File: src/rtl/keypad_digit_decoder_pkg.sv
// ============================================================================
// keypad_digit_decoder_pkg - shared FSM encoding and 7-segment glyph table
// Revision: 1.0
// ============================================================================
`default_nettype none

package keypad_digit_decoder_pkg;

  typedef enum logic [1:0] {
    ST_IDLE         = 2'd0,
    ST_PRESS_WAIT   = 2'd1,
    ST_HELD         = 2'd2,
    ST_RELEASE_WAIT = 2'd3
  } kdd_state_e;

  localparam logic [6:0] SEG_BLANK = 7'b1111111;

  // Active-low {g,f,e,d,c,b,a}; non-decimal codes render blank.
  function automatic logic [6:0] seg_pattern(input logic [3:0] digit);
    logic [6:0] pat;
    case (digit)
      4'd0:    pat = 7'b1000000;
      4'd1:    pat = 7'b1111001;
      4'd2:    pat = 7'b0100100;
      4'd3:    pat = 7'b0110000;
      4'd4:    pat = 7'b0011001;
      4'd5:    pat = 7'b0010010;
      4'd6:    pat = 7'b0000010;
      4'd7:    pat = 7'b1111000;
      4'd8:    pat = 7'b0000000;
      4'd9:    pat = 7'b0010000;
      default: pat = SEG_BLANK;
    endcase
    return pat;
  endfunction

endpackage

`default_nettype wire

File: src/rtl/keypad_digit_decoder_bcd_to_7seg.sv
// ============================================================================
// bcd_to_7seg - combinational BCD digit to active-low 7-segment decode
// Revision: 1.0
// ============================================================================
`default_nettype none

module bcd_to_7seg
  import keypad_digit_decoder_pkg::*;
(
  input  logic [3:0] digit_i,
  input  logic       blank_i,
  output logic [6:0] seg_o
);

  assign seg_o = blank_i ? SEG_BLANK : seg_pattern(digit_i);

endmodule

`default_nettype wire

File: src/rtl/keypad_digit_decoder.sv
// ============================================================================
// keypad_digit_decoder - debounced keypad to 4-digit BCD entry and 7-seg mux
// Revision: 1.0
// ============================================================================
`default_nettype none

module keypad_digit_decoder
  import keypad_digit_decoder_pkg::*;
#(
  parameter int DEBOUNCE_CYCLES = 16,
  parameter int REFRESH_DIV     = 1024
) (
  input  logic        clk,
  input  logic        rst,
  input  logic [3:0]  D,
  input  logic        V,
  input  logic        clr,
  output logic        key_strobe,
  output logic [3:0]  key_code,
  output logic        key_err,
  output logic [15:0] value,
  output logic [2:0]  digit_count,
  output logic [6:0]  seg,
  output logic [3:0]  an
);

  localparam int          RW       = $clog2(REFRESH_DIV);
  localparam logic [8:0]  DEB      = 9'(DEBOUNCE_CYCLES);
  localparam logic [RW-1:0] REF_LAST = RW'(REFRESH_DIV - 1);
  localparam bit          SINGLE   = (DEBOUNCE_CYCLES <= 1);

  logic        v_meta_q, v_sync_q;
  logic [3:0]  d_meta_q, d_sync_q;
  kdd_state_e  state_q, state_d;
  logic [7:0]  cnt_q, cnt_d;
  logic [3:0]  cand_q, cand_d;
  logic        accept;
  logic [8:0]  run_len, rel_len;

  logic        strobe_q, strobe_d, err_q, err_d;
  logic [3:0]  code_q, code_d;
  logic [15:0] value_q, value_d;
  logic [2:0]  count_q, count_d;

  logic [RW-1:0] rc_q, rc_d;
  logic [1:0]    slot_q, slot_d;
  logic [6:0]    seg_q, seg_d;
  logic [3:0]    digit_sel;
  logic          blank_sel;

  always_ff @(posedge clk) begin
    if (rst) begin
      v_meta_q <= 1'b0;
      v_sync_q <= 1'b0;
      d_meta_q <= 4'd0;
      d_sync_q <= 4'd0;
      state_q  <= ST_IDLE;
      cnt_q    <= 8'd0;
      cand_q   <= 4'd0;
      strobe_q <= 1'b0;
      err_q    <= 1'b0;
      code_q   <= 4'd0;
      value_q  <= 16'h0000;
      count_q  <= 3'd0;
      rc_q     <= '0;
      slot_q   <= 2'd0;
      seg_q    <= SEG_BLANK;
    end else begin
      v_meta_q <= V;
      v_sync_q <= v_meta_q;
      d_meta_q <= D;
      d_sync_q <= d_meta_q;
      state_q  <= state_d;
      cnt_q    <= cnt_d;
      cand_q   <= cand_d;
      strobe_q <= strobe_d;
      err_q    <= err_d;
      code_q   <= code_d;
      value_q  <= value_d;
      count_q  <= count_d;
      rc_q     <= rc_d;
      slot_q   <= slot_d;
      seg_q    <= seg_d;
    end
  end

  // A changed code restarts the stable-sample run at one.
  assign run_len = (d_sync_q == cand_q) ? ({1'b0, cnt_q} + 9'd1) : 9'd1;
  assign rel_len = {1'b0, cnt_q} + 9'd1;

  always_comb begin
    state_d = state_q;
    cnt_d   = cnt_q;
    cand_d  = cand_q;
    accept  = 1'b0;
    case (state_q)
      ST_IDLE: begin
        if (v_sync_q) begin
          cand_d = d_sync_q;
          cnt_d  = 8'd1;
          if (SINGLE) begin
            accept  = 1'b1;
            state_d = ST_HELD;
          end else begin
            state_d = ST_PRESS_WAIT;
          end
        end
      end
      ST_PRESS_WAIT: begin
        if (!v_sync_q) begin
          state_d = ST_IDLE;
        end else begin
          cand_d = d_sync_q;
          if (run_len >= DEB) begin
            accept  = 1'b1;
            state_d = ST_HELD;
          end else begin
            cnt_d = run_len[7:0];
          end
        end
      end
      ST_HELD: begin
        if (!v_sync_q) begin
          cnt_d   = 8'd1;
          state_d = SINGLE ? ST_IDLE : ST_RELEASE_WAIT;
        end
      end
      ST_RELEASE_WAIT: begin
        if (v_sync_q) begin
          state_d = ST_HELD;
        end else if (rel_len >= DEB) begin
          state_d = ST_IDLE;
        end else begin
          cnt_d = rel_len[7:0];
        end
      end
      default: state_d = ST_IDLE;
    endcase
  end

  always_comb begin
    strobe_d = accept;
    err_d    = accept && (cand_d > 4'd9);
    code_d   = accept ? cand_d : code_q;
    value_d  = value_q;
    count_d  = count_q;
    if (clr) begin
      value_d = 16'h0000;
      count_d = 3'd0;
    end else if (accept && (cand_d <= 4'd9)) begin
      value_d = {value_q[11:0], cand_d};
      if (count_q < 3'd4) count_d = count_q + 3'd1;
    end
  end

  // seg is decoded for the slot being entered so it lines up with an.
  always_comb begin
    rc_d   = rc_q + RW'(1);
    slot_d = slot_q;
    if (rc_q == REF_LAST) begin
      rc_d   = '0;
      slot_d = slot_q + 2'd1;
    end
    digit_sel = value_q[{slot_d, 2'b00} +: 4];
    blank_sel = ({1'b0, slot_d} >= count_q);
  end

  bcd_to_7seg u_bcd_to_7seg (
    .digit_i (digit_sel),
    .blank_i (blank_sel),
    .seg_o   (seg_d)
  );

  assign key_strobe  = strobe_q;
  assign key_code    = code_q;
  assign key_err     = err_q;
  assign value       = value_q;
  assign digit_count = count_q;
  assign seg         = seg_q;
  assign an          = ~(4'b0001 << slot_q);

endmodule

`default_nettype wire
File: config.mk
export PLATFORM = sky130hd
export DESIGN_NAME = keypad_digit_decoder
export DESIGN_NICKNAME = d
export VERILOG_FILES = /design/src/rtl/keypad_digit_decoder_pkg.sv /design/src/rtl/keypad_digit_decoder_bcd_to_7seg.sv /design/src/rtl/keypad_digit_decoder.sv
export SDC_FILE = /design/constraint.sdc
export NUM_CORES = 1
export LEC_CHECK = 0
export ABC_AREA = 0
export CAP_MARGIN = 20
export CORE_ASPECT_RATIO = 0.7
export CORE_UTILIZATION = 40
export CTS_BUF_LIST = sky130_fd_sc_hd__clkbuf_8
export CTS_CLUSTER_SIZE = 16
export DETAILED_ROUTE_END_ITERATION = 8
export PLACE_DENSITY = 0.61
export REMOVE_ABC_BUFFERS = 1
export SLEW_MARGIN = 0
export SYNTH_ARGS = -nofsm -noshare
export SYNTH_HDL_FRONTEND = slang
export SYNTH_SLANG_ARGS = --single-unit
File: constraint.sdc
create_clock -name clk -period 2.9 [get_ports clk]
set_input_delay 0.725 -clock clk [delete_from_list [all_inputs] [get_ports clk]]
set_output_delay 0.725 -clock clk [all_outputs]
set_load 0.005 [all_outputs]
==> flow_summary.json <==
{
  "outcome": "finished, final reports clean",
  "critPathMaxStageDelay_ps": 370,
  "synth_area_mm2": 0.00313,
  "cts.reportedPaths.clkPinSlew_ps": 70,
  "crit_path_end": "seg[5]$_SDFF_PP1_",
  "clock_path_buffers": 2,
  "syn_inst": 322,
  "track_usage_pct": 17.4,
  "pwr-share-comb_pct": 3.2,
  "cp_data_required_time_ps": 3110,
  "fin_crit_sh_pct": 94.9,
  "cts_num_sinks": 68,
  "slew-limit-headroom_pct": 59.6,
  "drv_slew": 0,
  "multi_input_area_mm2": 0.00162,
  "grt_max_degree": 29,
  "holdBufCountCts": 0,
  "path_depth": 11,
  "synth.most_common_cell": "dfxtp_1",
  "cts_tree": "yes",
  "cts-root-buf": "clkbuf_8",
  "port_buffers": 43,
  "p_seq_share_pct": 54.0,
  "synth-async-reset-ratio_pct": 0,
  "whs_ps": 430,
  "grt_pass1_wl_um": 11100,
  "ir_drop_uv": 212,
  "leakagePower_nw": 1.39,
  "startpoint": "rc_q[0]$_SDFF_PP0_",
  "timing.rr.end": "seg[5]$_SDFF_PP1_",
  "wl_per_cell_um": 13.8,
  "die_h_um": 76,
  "fin_nets": 396,
  "path_cells": "ha_1, and3_1, and4_2, xnor2_1, ha_1, nand2b_1, a21oi_1, o21ai_0, nor4_2, buf_4, a31oi_1",
  "crit_path_start_kind": "register",
  "hpwl_um": 4750,
  "place_area_mm2": 0.00369,
  "final.setup_skew_ps": 5.16,
  "drv_cap": 0,
  "core_mm2": 0.00742,
  "seq_area_frac_synth_pct": 43.5,
  "viasPerCell": 5.06,
  "hold_viol_final": 0,
  "grt_overflow": 0,
  "switching_power_mw": 0.400,
  "power_density_mw_per_mm2": 454,
  "htree_levels": 3,
  "fin_area_mm2": 0.00389,
  "synth.avg_cell_area_um2": 9.72,
  "hp-class": "reg2reg",
  "yosys_warnings": 0,
  "synth_area_leaders": "dfxtp_1, mux2i_1, ha_1, mux4_2, nand2_1",
  "swShare_pct": 22.7,
  "r2r_cells": 11,
  "crit_path_top_delay_cell": "dfxtp_1",
  "fp.dieArea_mm2": 0.00819,
  "drt_iter0_drc": 112,
  "crit_buf_inv": 1,
  "critPathArrivalTime_ps": 2970,
  "setup-tns-final_ps": 0,
  "worstPathMaxFanout": 6,
  "drive_gt1_share_pct": 12.4,
  "dieWidth_um": 108,
  "floorplan.rows": 26,
  "synth_cell_type_count": 55,
  "drcViolationCount": 0,
  "vias": 2412,
  "reg2reg_from": "rc_q[0]$_SDFF_PP0_",
  "io_pins": 44,
  "gp_congestion": 0.745,
  "register_area_mm2": 0.00136,
  "firstDrtPassIters": 4,
  "synth_commonest_cells": "dfxtp_1, nand2_1, mux2i_1",
  "worst_slew_pin_slew_ps": 600,
  "wl_um": 6580,
  "min_period_ps": 2750,
  "fillCellCount": 708,
  "crit_family": "simple AND/OR/NAND/NOR gates",
  "clk_latency_ps": 340,
  "cts_buffers": 9,
  "setup_viol": 0,
  "first_global_vias": 2292,
  "synth_edf_count": 0,
  "area.growth.synth_to_final_pct": 24.4,
  "synth_ff_type": "dfxtp_1",
  "criticalPathCategory": "reg2reg",
  "crit_top_cell": "ha_1",
  "start_util_pct": 42.2,
  "endpoint_kind": "register",
  "n_antenna_cell": 0,
  "p_clk_share_pct": 42.8,
  "synth-seq-cells": 68,
  "rsz0062_at_grt": "no",
  "grt_antenna_before_repair": 0,
  "finalCoreUtilization_pct": 52.5,
  "max_freq_ghz": 0.363,
  "p_int_mw": 1.36,
  "r2r_slack_ps": 150,
  "drtAntennaViolNets": 0,
  "synth_top_cell_area_share_pct": 43.5,
  "synth_top_area_cell": "dfxtp_1"
}
[power groups by stage]
| stage | Combinational [mW] | Clock (mW) | Sequential, mW |
|---|---|---|---|
| floorplan | 0.0287 | 0 | 0.973 |
| global placement | 0.0566 | 0 | 0.974 |
| detailed placement | 0.0573 | 0 | 0.975 |
| CTS | 0.0572 | 0.780 | 0.953 |
| global route | 0.0641 | 0.822 | 0.954 |
| finish | 0.0566 | 0.755 | 0.953 |
[kinds of logic after synthesis]
kind of cell               count (synthesis)  synth area share [%]
AOI/OAI and AO/OA                         54                  11.5
xor gates and xnor gates                  12                  3.36
adders and majority gates                 14                  5.60
buffers and inverters                     35                  4.88
DFF                                       68                  43.5
muxes                                     32                  13.2
and+or+nand+nor                          107                  18.0
[flip-flops by register name, summed over array words and instances (netlist names), named ones only]
name / flops
cand_q: 4
cnt_q: 8
d_meta_q: 4
d_sync_q: 4
digit_count: 3
key_code: 4
key_err: 1
key_strobe: 1
rc_q: 10
seg: 7
slot_q: 2
state_q: 1
v_meta_q: 1
v_sync_q: 1
value: 16
[final cells by class]
type | instances | share of cell area [%]
clock buffers | 9 | 3.18
flip-flops and latches | 68 | 35.0
repair buffers | 55 | 13.4
well taps | 98 | 3.15
inverters | 21 | 2.03
clock inverters | 7 | 1.74
multi-input cells | 219 | 41.5
[worst min path at each step]
stage          cells after the start                   start                     end
2_1_floorplan                      2   cnt_q[5]$_SDFFE_PP0P_   cnt_q[5]$_SDFFE_PP0P_
3_3_place_gp                       2   cnt_q[5]$_SDFFE_PP0P_   cnt_q[5]$_SDFFE_PP0P_
3_5_place_dp                       2   cnt_q[6]$_SDFFE_PP0P_   cnt_q[6]$_SDFFE_PP0P_
4_1_cts                            2   cnt_q[7]$_SDFFE_PP0P_   cnt_q[7]$_SDFFE_PP0P_
5_1_grt                            1  d_meta_q[3]$_SDFF_PP0_  d_sync_q[3]$_SDFF_PP0_
6_report                           2   cnt_q[7]$_SDFFE_PP0P_   cnt_q[7]$_SDFFE_PP0P_
[layer usage]
metal  up-vias  part of all wire (%)  GRT usage [%]
met5         -                     0              0
met4         0                  0.46           7.95
met3         2                   4.3           5.05
met2        49                    44           24.8
met1      1126                    52           24.1
li1       1235                     -              -
[repair_timing]
action,in CTS,in global routing
hold endpoints to repair,0,0
gates resized for setup,0,1
setup endpoints to repair,0,5
setup buffers,0,1
[worst min-delay path, stage by stage, from the launching register on]
cell and delay (ps):
dfxtp_1 310, inv_1 50, nor2_1 30
[cell usage in the layout (no fill, tap or decap), types with 5 or more instances in the layout]
cell type        netlist  routed
a31oi_1                5       5
mux4_2                 6       6
nand3_1                6       6
buf_4                  0      12
nand2_1               31      31
mux2i_1               22      22
nor2_1                19      19
ha_1                  14      14
a21oi_1               16      16
xnor2_1                7       7
inv_1                 21      22
o21ai_0               10      10
clkbuf_8               0       9
xor2_1                 5       5
nand2b_1               5       5
clkdlybuf4s50_1        0      43
nor2b_1               12      12
dfxtp_1               68      68
nor3_1                 9       9
[through the flow]
stage | total power [mW] | instances | worst slack, ps
2_1_floorplan | 1.00 | 308 | 174
3_3_place_gp | 1.03 | 460 | 229
3_5_place_dp | 1.03 | 460 | 101
4_1_cts | 1.79 | 476 | 47.0
5_1_grt | 1.84 | 477 | 24.0
6_report | 1.76 | 477 | 148
No activity file was read; power rests on OpenSTA's default activity.
